**config.mk**
```make
export PLATFORM = sky130hd
export DESIGN_NAME = read_retry_ctrl
export DESIGN_NICKNAME = d
export VERILOG_FILES = /design/src/rtl/read_retry_ctrl.sv
export SDC_FILE = /design/constraint.sdc
export NUM_CORES = 1
export LEC_CHECK = 0
export CAP_MARGIN = 20
export CORE_ASPECT_RATIO = 0.7
export CORE_MARGIN = 2
export CORE_UTILIZATION = 47
export CTS_CLUSTER_SIZE = 10
export DETAILED_ROUTE_END_ITERATION = 12
export PLACE_DENSITY = 0.85
export SETUP_SLACK_MARGIN = 0.1
export SKIP_LAST_GASP = 1
export SLEW_MARGIN = 20
export SYNTH_ARGS = -nofsm -noshare
export SYNTH_HDL_FRONTEND = slang
export SYNTH_SLANG_ARGS = --single-unit
```
**constraint.sdc**
```tcl
create_clock -name aclk -period 6.2 [get_ports aclk]
set_clock_uncertainty 0.05 [all_clocks]
set_input_delay 1.24 -clock aclk [delete_from_list [all_inputs] [get_ports aclk]]
set_output_delay 1.24 -clock aclk [all_outputs]
set_load 0.005 [all_outputs]
```
**src/rtl/read_retry_ctrl.sv**
```systemverilog
// Per-agent read controller: issues one RAM read, drops collided data and reissues
// after a staggered backoff, then returns data (or an exhaustion error) on a valid/ready channel.
module read_retry_ctrl #(
  parameter int ADDR_WIDTH     = 8,
  parameter int DATA_WIDTH     = 32,
  parameter int MAX_RETRY      = 3,
  parameter int BACKOFF_CYCLES = 2,
  parameter int AGENT_ID       = 0,
  parameter int NB_RDAGENT     = 2,
  parameter int CNT_WIDTH      = 16
) (
  input  logic                  aclk,
  input  logic                  srst,
  input  logic                  rdreq_valid,
  output logic                  rdreq_ready,
  input  logic [ADDR_WIDTH-1:0] rdreq_addr,
  output logic                  rsp_valid,
  input  logic                  rsp_ready,
  output logic [DATA_WIDTH-1:0] rsp_data,
  output logic                  rsp_err,
  output logic                  m_rden,
  output logic [ADDR_WIDTH-1:0] m_rdaddr,
  input  logic [DATA_WIDTH-1:0] m_rddata,
  input  logic                  collision,
  output logic [CNT_WIDTH-1:0]  retry_total
);

  localparam int RC_W = (MAX_RETRY > 0) ? $clog2(MAX_RETRY + 1) : 1;
  localparam int BO_W = $clog2(BACKOFF_CYCLES + NB_RDAGENT + 1);
  localparam logic [RC_W-1:0] RC_MAX  = RC_W'(MAX_RETRY);
  localparam logic [BO_W-1:0] BO_INIT = BO_W'(BACKOFF_CYCLES + AGENT_ID);
  localparam logic [BO_W-1:0] BO_ONE  = BO_W'(1);

  typedef enum logic [2:0] {
    IDLE,
    ISSUE,
    CHECK,
    BACKOFF,
    RESP
  } state_t;

  state_t          state;
  logic [RC_W-1:0] retry_cnt;
  logic [BO_W-1:0] bo_cnt;

  // m_rden and rdreq_ready are set on the transition into ISSUE / IDLE so they
  // stay pure registers while still matching the state they belong to.
  always_ff @(posedge aclk) begin
    if (srst) begin
      state       <= IDLE;
      rdreq_ready <= 1'b0;
      m_rden      <= 1'b0;
      m_rdaddr    <= '0;
      rsp_valid   <= 1'b0;
      rsp_data    <= '0;
      rsp_err     <= 1'b0;
      retry_cnt   <= '0;
      bo_cnt      <= '0;
      retry_total <= '0;
    end else begin
      case (state)
        IDLE: begin
          if (rdreq_valid && rdreq_ready) begin
            m_rdaddr    <= rdreq_addr;
            retry_cnt   <= '0;
            rdreq_ready <= 1'b0;
            m_rden      <= 1'b1;
            state       <= ISSUE;
          end else begin
            rdreq_ready <= 1'b1;
          end
        end
        ISSUE: begin
          m_rden <= 1'b0;
          state  <= CHECK;
        end
        CHECK: begin
          if (!collision) begin
            rsp_data  <= m_rddata;
            rsp_err   <= 1'b0;
            rsp_valid <= 1'b1;
            state     <= RESP;
          end else begin
            if (retry_total != '1) begin
              retry_total <= retry_total + 1'b1;
            end
            if (retry_cnt == RC_MAX) begin
              rsp_data  <= '0;
              rsp_err   <= 1'b1;
              rsp_valid <= 1'b1;
              state     <= RESP;
            end else begin
              retry_cnt <= retry_cnt + 1'b1;
              bo_cnt    <= BO_INIT;
              if (BO_INIT != '0) begin
                state <= BACKOFF;
              end else begin
                m_rden <= 1'b1;
                state  <= ISSUE;
              end
            end
          end
        end
        BACKOFF: begin
          bo_cnt <= bo_cnt - 1'b1;
          if (bo_cnt == BO_ONE) begin
            m_rden <= 1'b1;
            state  <= ISSUE;
          end
        end
        RESP: begin
          if (rsp_ready) begin
            rsp_valid   <= 1'b0;
            rdreq_ready <= 1'b1;
            state       <= IDLE;
          end
        end
        default: begin
          state       <= IDLE;
          m_rden      <= 1'b0;
          rsp_valid   <= 1'b0;
          rdreq_ready <= 1'b0;
        end
      endcase
    end
  end

endmodule

```
==> results of run 1 <==
[registers in the layout, indices dropped and copies added, names as in the netlist, 2 cells and up]
register / flops
m_rdaddr: 8
retry_cnt: 2
state: 3
bo_cnt: 3
rsp_data: 32
retry_total: 16
[power groups by stage]
stage	registers, uW	clock network (uW)	logic (uW)
CTS	520	403	260
finish	522	398	260
detailed placement	529	0	258
global route	528	420	290
floorplan	512	0	157
global placement	527	0	251
[Yosys cell counts (5+ instances only)]
library cell / instances / area (sq um)
nor2_1: 50 / 187.7
inv_1: 6 / 22.52
nand4_1: 6 / 37.54
nand2_1: 8 / 30.03
o21ai_0: 12 / 60.06
a22oi_1: 32 / 240.2
or3_1: 10 / 62.56
clkbuf_1: 17 / 63.81
nor2b_1: 5 / 31.28
o31ai_1: 7 / 52.55
or4_1: 5 / 37.54
mux2i_1: 8 / 80.08
a21oi_1: 21 / 105.1
dfxtp_1: 68 / 1361
[metal layers]
layer / track usage [%] / part of all wire (%) / vias up
li1: - / - / 1315
met1: 30.15 / 47 / 1222
met2: 34.35 / 47 / 63
met3: 6.608 / 5.4 / 7
met4: 7.500 / 0.89 / 0
met5: 0 / 0 / -
[final cells by class]
class / count / area share [%]
inverters: 6 / 0.5554
clock inverters: 6 / 2.191
flip-flops and latches: 68 / 33.57
repair buffers: 107 / 26.10
well taps: 75 / 2.314
clock buffers: 10 / 3.147
multi-input cells: 210 / 32.12
[per-stage QoR]
stage | cells | total power (uW)
2_1_floorplan | 304 | 669.3
3_3_place_gp | 466 | 778.2
6_report | 482 | 1179
4_1_cts | 482 | 1182
5_1_grt | 482 | 1238
3_5_place_dp | 466 | 787.1
[cells by family after synthesis]
kind of cell    Yosys count  synth area share [%]
buf+inv                  26                 3.891
fa+ha+maj                 4                 1.810
compound gates           85                 20.54
simple gates            111                 20.81
flops                    68                 49.23
mux                      10                 3.710
[path summary, 6_finish.rpt]
path                                    from              end  slack, ns  cells after the start
worst max-delay path               collision  retry_total[10]       3.16                      5
worst min-delay path            retry_cnt[1]     retry_cnt[1]       0.42                      2
worst max register to register      state[1]      rsp_data[3]       3.82                      4
worst min register to register  retry_cnt[1]     retry_cnt[1]       0.42                      2
[tightest hold or removal path, delay by kind of cell (launching register included)]
kind,cells,cell delay [ns]
flip-flops,1,0.31
AO/OA/AOI/OAI,2,0.11
==> flow_summary.toml, run 1 <==
[synth]
synth_flop_cell = "dfxtp_1"
yosysWarnings = 0
netlist_instances = 304
yosysUniqueCellTypes = 38
synth_nets = 353
async_flop_share_pct = 0
ys_seq_elements = 68
synthesis.area_per_instance_sq_um = 9.096
synth_edf_count = 0
syn_area_sq_mm = 0.002765
yosysSeqAreaShare_pct = 49.23

[hold_path]
hp-class = "reg -> reg"

[die]
rows = 23
dieWidth_um = 95.68
io_pins = 105
core_area_sq_mm = 0.005698
start_util_pct = 48.53
die_y_um = 68.18
design.die.area_sq_mm = 0.006523

[timing]
fin_tns_setup_ns = 0
finalCriticalPeriod_ns = 3.040
fin_ws_ns = 3.160
hold_violations = 0
report.final.slew_viol_count = 0
max-slew-margin-rel_pct = 49.48
setup_viol_count_final = 0
max_freq_mhz = 328.9
tightest_slew_ns = 0.7509
rsz0062_at_grt = "false"
min_period_over_period_pct = 49.04
holdWs_ns = 0.4238

[pwr]
p_sw_uw = 333.7
swShare_pct = 28.30
pwr-share-seq_pct = 44.2
clockPowerShare_pct = 33.8
combPwrFrac_pct = 22.0
p_per_area_mw_per_mm2 = 290.8
p_leak_uw = 0.001347
internal-power_uw = 845.5
ir_drop_uv = 194.9

[worst_setup_path]
cp-end-kind = "flop"
start_kind = "input pin"
cp.buffers_inverters = 1
cp_max_fo = 8
cp_cell_sequence = "clkdlybuf4s50_1 -> nand4bb_1 -> or3_1 -> or4_1 -> a21oi_1"
crit_family = "simple AND/OR/NAND/NOR gates"
crit_required_ns = 6.40
crit_type = "in -> reg"
critPathMaxStageDelay_ns = 0.56
cp.arrival_ns = 3.24
slowest_stage = "clkdlybuf4s50_1"

[placement]
io_buffer_count = 104
place_hpwl_um = 4996
dp_slack_ns = 2.848
placed_cell_area_sq_mm = 0.003837
routabilityCongestion = 0.8164

[cts]
clock_sinks = 68
htree_num_levels = 3
clock_path_buffers = 2
post_cts_buffers = 0
cts_tree = "done"
cts_root_buf = "clkbuf_8"
cts-buffers-inserted = 9
holdBufCountCts = 0
worstSkewPairLatency_ns = 0.34
clk_pin_slew_ns = 0.07
cts_resized = 0

[route]
drc = 0
wl_per_cell_um = 15.18
dr.pass1.iters = 4
drt-vias-per-instance = 5.409
postRouteAntennaNets = 0
drt_iter0_drc = 132
finalWirelength_um = 7317
vias = 2607

[global_routing]
antenna_found_initial = 0
grt_max_degree = 71
first_global_vias = 2302
grt_overflow = 0
grt_pass1_wl_um = 11190
grtUsageTotal_pct = 22.32

[layout]
fillers = 443
drive_gt1_share_pct = 6.634
final_area_sq_mm = 0.004055
ff_latch_area_sq_mm = 0.001361
n_antenna_cell = 0
mostFrequentLayoutCells = "103 x clkdlybuf4s50_1, 68 x dfxtp_1, 49 x nor2_1, 32 x a22oi_1, 21 x a21oi_1"
nets = 451
layout_commonest_cell = "clkdlybuf4s50_1"
multiInputGateArea_sq_mm = 0.001303
area_delta_synth_final_pct = 46.65
post-route-util_pct = 71.17

[run_status]
outcome = "completed"

[run]
drv_cap = 0
No activity file was read; power rests on OpenSTA's default activity.
==> inputs of run 2 (changes only) <==
- CORE_UTILIZATION: 47 -> 39
- PLACE_DENSITY: 0.85 -> 0.75
- clock period: 6.2 -> 2.63 ns (I/O delays scaled with it)
==> run 2 against run 1 <==
Effect of this change: utilization is 10 points lower; clock-buffer cell count is 1 higher; hold slack worse by 0.0041 ns; flip-flop and latch count stayed put; sequential share of layout area is 0.79 points lower; sequential power is 130% higher; clock power is 140% higher.
==> flow_summary.toml, run 2 (same netlist as run 1, synthesis figures left out) <==
[run_status]
outcome = "completed"

[timing]
tightest_slew_ns = 0.7595
min_period_over_period_pct = 85.11
max_freq_mhz = 446.8
hold_violations = 0
setup_viol_count_final = 0
rsz0062_at_grt = "false"
max-slew-margin-rel_pct = 48.90
fin_tns_setup_ns = 0
report.final.slew_viol_count = 0
fin_ws_ns = 0.3917
finalCriticalPeriod_ns = 2.238

[die]
design.die.area_sq_mm = 0.007790
io_pins = 105
rows = 25
dieWidth_um = 104.6
start_util_pct = 40.55
die_y_um = 74.45
core_area_sq_mm = 0.006819

[cts]
worstSkewPairLatency_ns = 0.34
holdBufCountCts = 0
cts-buffers-inserted = 9
cts_root_buf = "clkbuf_8"
cts_resized = 0
clk_pin_slew_ns = 0.08
cts_tree = "done"
clock_path_buffers = 2
htree_num_levels = 3
clock_sinks = 68
post_cts_buffers = 0

[global_routing]
grt_pass1_wl_um = 11920
grt_max_degree = 34
antenna_found_initial = 0
first_global_vias = 2482
grtUsageTotal_pct = 19.33
grt_overflow = 0

[worst_setup_path]
cp-end-kind = "flop"
crit_end = "retry_total[15]"
slowest_stage = "or3_1"
crit_required_ns = 2.81
reg2regPathDepth = 4
start_kind = "flop"
reg2reg_to = "retry_total[15]"
critPathMaxStageDelay_ns = 0.49
crit_family = "simple AND/OR/NAND/NOR gates"
cp_cell_sequence = "nand4_1 -> or3_1 -> nor4_1 -> mux2_2"
cp.arrival_ns = 2.42
crit_type = "reg -> reg"
r2r_slack_ns = 0.39
r2r_start = "retry_total[8]"
path_depth = 4
cp-startpoint = "retry_total[8]"
cp.buffers_inverters = 0
cp_max_fo = 9

[layout]
drive_gt1_share_pct = 8.413
nets = 460
largest_register_ffs = 32
area_delta_synth_final_pct = 50.18
final_area_sq_mm = 0.004153
layout_commonest_cell = "clkdlybuf4s50_1"
reg_top3 = "rsp_data x32, retry_total x16, m_rdaddr x8"
mostFrequentLayoutCells = "103 x clkdlybuf4s50_1, 68 x dfxtp_1, 49 x nor2_1, 32 x a22oi_1, 21 x a21oi_1"
n_antenna_cell = 0
top_register = "rsp_data"

[route]
finalWirelength_um = 7581
vias = 2712
dr.pass1.iters = 6
drc = 0
postRouteAntennaNets = 0
drt_iter0_drc = 139
wl_per_cell_um = 14.86
drt-vias-per-instance = 5.318

[placement]
io_buffer_count = 104
dp_slack_ns = 0.1869
place_hpwl_um = 5266
routabilityCongestion = 0.7722
placed_cell_area_sq_mm = 0.003926

[hold_path]
hp-class = "reg -> reg"

[pwr]
ir_drop_uv = 314.1
p_per_area_mw_per_mm2 = 687.2
p_leak_uw = 0.001397

[run]
drv_cap = 0
[run 2: cell type report]
type / count / area, sq um
fill: 629 / 2666
sequential: 68 / 1361
multi-input combinational: 210 / 1299
timing repair buffer: 116 / 1126
clock buffer: 11 / 141.4
tap: 94 / 117.6
clock inverter: 5 / 85.08
inverter: 6 / 22.52
[run 2: power by group]
part	leakage, uW	internal (uW)	switching (uW)
sequential	0.000550	1130	56.3
clock	0.000110	563	398
combinational	0.000737	370	339
total	0.00140	2060	793
[run 2: worst min path at each step]
| stage | endpoint | slack [ns] | startpoint | depth (start not counted) |
|---|---|---|---|---|
| final | retry_cnt[1] | 0.42 | retry_cnt[1] | 2 |
| after global routing | retry_cnt[1] | 0.45 | retry_cnt[1] | 2 |
| after CTS | retry_cnt[1] | 0.42 | retry_cnt[1] | 2 |
| after detailed placement | retry_cnt[1] | 0.41 | retry_cnt[1] | 2 |
| after global placement | retry_cnt[1] | 0.40 | retry_cnt[1] | 2 |
| after floorplan | retry_cnt[1] | 0.39 | retry_cnt[1] | 2 |
[run 2: tightest hold or removal path: cells and delay by family, from the launching register on]
| kind | cells | cell delay, ns |
|---|---|---|
| flip-flops | 1 | 0.32 |
| AO/OA/AOI/OAI | 2 | 0.11 |
[run 2: routing by layer]
| layer | global-route usage [%] | share of wire (%) | wire (um) |
|---|---|---|---|
| met5 | 0 | 0 | 0 |
| met3 | 6.135 | 6.3 | 481 |
| met4 | 7.852 | 0.95 | 72 |
| met1 | 24.66 | 46 | 3465 |
| met2 | 31.08 | 47 | 3562 |
[run 2: through the flow]
step	hold WS (ns)	total power (uW)	util (%)	cells
2_1_floorplan	0.3919	1578	-	304
3_3_place_gp	0.4018	1892	57.58	494
3_5_place_dp	0.4111	1909	57.58	494
4_1_cts	0.4193	2882	60.90	510
5_1_grt	0.4467	3011	60.90	510
6_report	0.4197	2854	60.90	510
==> inputs of run 3 (changes only) <==
- SLEW_MARGIN: 20 -> not set
==> results of run 3 <==
The final DEF is identical to that of run 2; final timing and power are the same.
